--- config.mk ---
export PLATFORM = sky130hd
export DESIGN_NAME = tx_serializer
export DESIGN_NICKNAME = d
export VERILOG_FILES = /design/src/rtl/tx_serializer.sv
export SDC_FILE = /design/constraint.sdc
export NUM_CORES = 1
export LEC_CHECK = 0
export ABC_AREA = 1
export BUFFER_PORTS_ARGS = -buffer_cell sky130_fd_sc_hd__buf_2
export CAP_MARGIN = 20
export CORE_AREA = 4 4 41 43
export CTS_BUF_LIST = sky130_fd_sc_hd__clkbuf_4
export DETAILED_ROUTE_END_ITERATION = 7
export DIE_AREA = 0 0 45 47
export GPL_TIMING_DRIVEN = 0
export HOLD_SLACK_MARGIN = 0.12
export PLACE_DENSITY = 0.72
export SYNTH_ARGS = -nofsm -noshare
export SYNTH_HDL_FRONTEND = slang
export SYNTH_SLANG_ARGS = --single-unit
--- constraint.sdc ---
create_clock -name CLK -period 2.92 [get_ports CLK]
set_input_delay 0.584 -clock CLK [delete_from_list [all_inputs] [get_ports CLK]]
set_output_delay 0.584 -clock CLK [all_outputs]
set_load 0.1 [all_outputs]
--- src/rtl/tx_serializer.sv ---
// UART TX parallel-to-serial stage: captures a word, shifts it out LSB-first under ser_en.
// Define TX_SER_PARITY_EN to build the capture-time parity register; otherwise par_bit is 0.
module tx_serializer #(
    parameter int WIDTH = 8
) (
    input  logic             CLK,
    input  logic             RST,
    input  logic [WIDTH-1:0] P_DATA,
    input  logic             Data_valid,
    input  logic             busy,
    input  logic             ser_en,
    input  logic             PAR_TYP,
    output logic             ser_data,
    output logic             ser_done,
    output logic             par_bit
);

    localparam int CNT_W = $clog2(WIDTH);
    localparam logic [CNT_W-1:0] CNT_LAST = CNT_W'(WIDTH - 1);

    localparam logic [0:0] S_IDLE  = 1'b0;
    localparam logic [0:0] S_SHIFT = 1'b1;

    logic [WIDTH-1:0] data_q, data_d;
    logic [CNT_W-1:0] cnt_q, cnt_d;
    logic [0:0]       state_q, state_d;
    logic             capture;

    assign capture = Data_valid & ~busy;

    // Capture wins over shifting; the FSM keeps busy high during Send_data anyway.
    always_comb begin
        data_d  = data_q;
        cnt_d   = cnt_q;
        state_d = state_q;
        if (capture) begin
            data_d  = P_DATA;
            cnt_d   = '0;
            state_d = S_SHIFT;
        end else if ((state_q == S_SHIFT) && ser_en) begin
            data_d = {1'b0, data_q[WIDTH-1:1]};
            if (cnt_q == CNT_LAST) begin
                cnt_d   = '0;
                state_d = S_IDLE;
            end else begin
                cnt_d = cnt_q + 1'b1;
            end
        end
    end

    always_ff @(posedge CLK or posedge RST) begin
        if (RST) begin
            data_q  <= '0;
            cnt_q   <= '0;
            state_q <= S_IDLE;
        end else begin
            data_q  <= data_d;
            cnt_q   <= cnt_d;
            state_q <= state_d;
        end
    end

    assign ser_data = data_q[0];
    assign ser_done = ser_en & (state_q == S_SHIFT) & (cnt_q == CNT_LAST);

`ifdef TX_SER_PARITY_EN
    logic par_q, par_d;

    // Parity is frozen at capture so it stays valid through the Parity state.
    always_comb begin
        par_d = par_q;
        if (capture) begin
            par_d = (^P_DATA) ^ PAR_TYP;
        end
    end

    always_ff @(posedge CLK or posedge RST) begin
        if (RST) begin
            par_q <= 1'b0;
        end else begin
            par_q <= par_d;
        end
    end

    assign par_bit = par_q;
`else
    logic unused_par_typ;
    assign unused_par_typ = PAR_TYP;
    assign par_bit        = 1'b0;
`endif

endmodule

==> metrics <==
status=completed; library cell with the largest summed area after synthesis=sky130_fd_sc_hd__dfrtp_1; Largest stage delay, worst path=420 ps; type of the worst setup path=reg2out; number of design-rule violations left by the first detailed-router iteration=9; most common cell type on the critical path=sky130_fd_sc_hd__ha_1; number of CTS-inserted buffers=3; endpoints failing setup=0; GP Congestion=0.725; Die Span X=45 um; flip-flop and latch count after synthesis=12; RSZ-0062 raised after global routing=false; wire length after detailed routing=1170 um; Worst setup SP type=flop; sequential cell area=300 um^2; clk buf depth=2; number of endpoints with negative hold slack in the final report=0; maximum fanout along the worst path=3; hold buffers post-CTS=0; Critical Path End Type=output port; area share of the largest cell type after synthesis=around half; buffer and inverter count on the worst path=2; htree depth=1; half-perimeter wire length after placement=approximately 860 um; net count after synthesis=88; first-pass GRT wire length=approximately 1800 um; die height=47 um; length of the first detailed-routing pass in iterations=4; latest clock arrival within the worst-skew pair=between 200 and 300 ps; count of input and output buffers=14; CTS tree=built; number of distinct library cell variants in the gate-level netlist after synthesis=15; Slew Limit Fails=0; maximum number of pins on one net before global-route repair=13; Final ANT Viol Nets=0; maxcap violations=0; number of antenna violations at the first check in global routing=0; Setup Fix Bufs, Post-CTS=0; Die Area=2120 um^2; number of standard-cell rows in the floorplan=13; post-route cell area=733 um^2; register area share after synthesis=48.6%; leading cell type in the layout, fill and taps excluded=sky130_fd_sc_hd__nand3_1; multi-input gate area in the final layout=258 um^2; clk root buf=sky130_fd_sc_hd__clkbuf_4; crit path max-delay cell type=sky130_fd_sc_hd__buf_2; final total negative setup slack=0 ps; layout cells sized above 1=between 30% and 40%; number of vias per cell=4.82; final net count=approximately 110; critical path required time=2340 ps; total standard cell area after synthesis=618 um^2; routed wire length per instance=~11 um; total number of vias=506; Ys Warns=0; commonest non-fill, non-tap cells in the layout=sky130_fd_sc_hd__nand3_1 (25), sky130_fd_sc_hd__buf_2 (14), sky130_fd_sc_hd__nand2_1 (13); clock period minus final worst setup slack=2150 ps; cells after synthesis=72; fmax=between 400 and 500 MHz; Clock Sink Count=12; P per Cell Area=574 nW/um^2; layout filler cell count=134; cell area after placement=707 um^2; leading cell types by total area after synthesis=sky130_fd_sc_hd__dfrtp_1 (49%), sky130_fd_sc_hd__nand3_1 (20%), sky130_fd_sc_hd__nand2_1 (7.9%), sky130_fd_sc_hd__buf_6 (5.5%), sky130_fd_sc_hd__ha_1 (4.0%); standby leakage power=~0.39 nW; overall track demand over capacity in global routing=between 10% and 20%; Reg clk slew, reported paths=approximately 80 ps; DRC Markers=0; CP top delay family=buffers and inverters; antenna diode count=0; global-route congestion overflow total=0; number of resized instances in the post-cts repair step=0; worst hold-check path type=in2async; IO Count=17; part of the cycle the worst path needs=73.5%; chain of cells forming the critical path=ha_1, ha_1, inv_1, nor2_1, buf_2; number of global-route vias before repair=434; layout overhead on the synthesized area=18.6%; core area=between 1000 and 1500 um^2; post-route worst hold slack=308 ps; worst clock skew on the final layout=7.98 ps; average instance area after synthesis=8.58 um^2; effective utilization at floorplan=between 40% and 50%; peak supply drop=0.300 mV; WP data arrival=1560 ps
==> cells by family (layout without fill, tap and decap cells) <==
kind of cell	count (synthesis)	count (layout)	synth area share (%)
AND/OR/NAND/NOR	45	45	34.0
buffers and inverters	9	27	9.72
other	1	1	0.607
adder cells (fa/ha/maj)	2	2	4.05
AO/OA/AOI/OAI	3	3	3.04
flip-flops	12	12	48.6
==> state kept, by name (all words and copies together) (netlist names) <==
| signal | cells |
|---|---|
| cnt_q | 3 |
| data_q | 8 |
| state_q | 1 |
==> synth_stat cells <==
cell type                 instances
sky130_fd_sc_hd__nor2_1           3
sky130_fd_sc_hd__ha_1             2
sky130_fd_sc_hd__nor2_2           2
sky130_fd_sc_hd__inv_2            1
sky130_fd_sc_hd__o21ai_2          1
sky130_fd_sc_hd__conb_1           1
sky130_fd_sc_hd__buf_6            3
sky130_fd_sc_hd__dfrtp_1         12
sky130_fd_sc_hd__o21ai_0          1
sky130_fd_sc_hd__inv_1            4
sky130_fd_sc_hd__o21ai_1          1
sky130_fd_sc_hd__buf_4            1
sky130_fd_sc_hd__nand3_1         25
sky130_fd_sc_hd__nand2_2          2
sky130_fd_sc_hd__nand2_1         13
==> layout make-up <==
| cell class | instances | area share, % |
|---|---|---|
| buffer | 4 | 5.63 |
| clock buffer | 3 | 3.07 |
| clock inverter | 1 | 0.512 |
| inverter | 5 | 2.56 |
| multi-input combinational | 51 | 35.2 |
| sequential | 12 | 41.0 |
| tap | 15 | 2.56 |
| timing repair buffer | 14 | 9.56 |
==> final timing paths <==
path                                               to  slack [ps]                  start  cells after the start
worst min-delay path             cnt_q[1]$_DFFE_PP0P_         310                    RST                      2
max in group asynchronous       data_q[1]$_DFFE_PP0P_        2290                    RST                      2
min in group CLK                data_q[7]$_DFFE_PP0P_         500  data_q[7]$_DFFE_PP0P_                      2
worst max-delay path                         ser_done         770   cnt_q[0]$_DFFE_PP0P_                      5
worst max register to register   cnt_q[1]$_DFFE_PP0P_        1780   cnt_q[0]$_DFFE_PP0P_                      5
worst min register to register  data_q[7]$_DFFE_PP0P_         500  data_q[7]$_DFFE_PP0P_                      2
==> report_power, final <==
part / total, mW / switching [mW] / internal (mW)
Sequential: 0.209 / 0.0160 / 0.193
Combinational: 0.108 / 0.0692 / 0.0389
Clock: 0.104 / 0.0543 / 0.0494
==> through the flow <==
| stage | utilization, % | total power [mW] | instances | setup slack [ps] |
|---|---|---|---|---|
| global route | 56.3 | 0.448 | 105 | 639 |
| detailed placement | 54.3 | 0.321 | 101 | 909 |
| finish | 56.3 | 0.421 | 105 | 773 |
| CTS | 56.3 | 0.427 | 105 | 751 |
| floorplan | - | 0.294 | 72 | 273 |
| global placement | 54.3 | 0.317 | 101 | 921 |
==> metal layers <==
metal / GRT usage (%) / wire length [um] / share of wire [%]
met2: 18.9 / 555 / 48
met5: 0 / 0 / 0
met1: 15.8 / 551 / 47
met4: 8.77 / 9 / 0.77
met3: 2.30 / 50 / 4.3
Power figures use the tool's default switching activity.
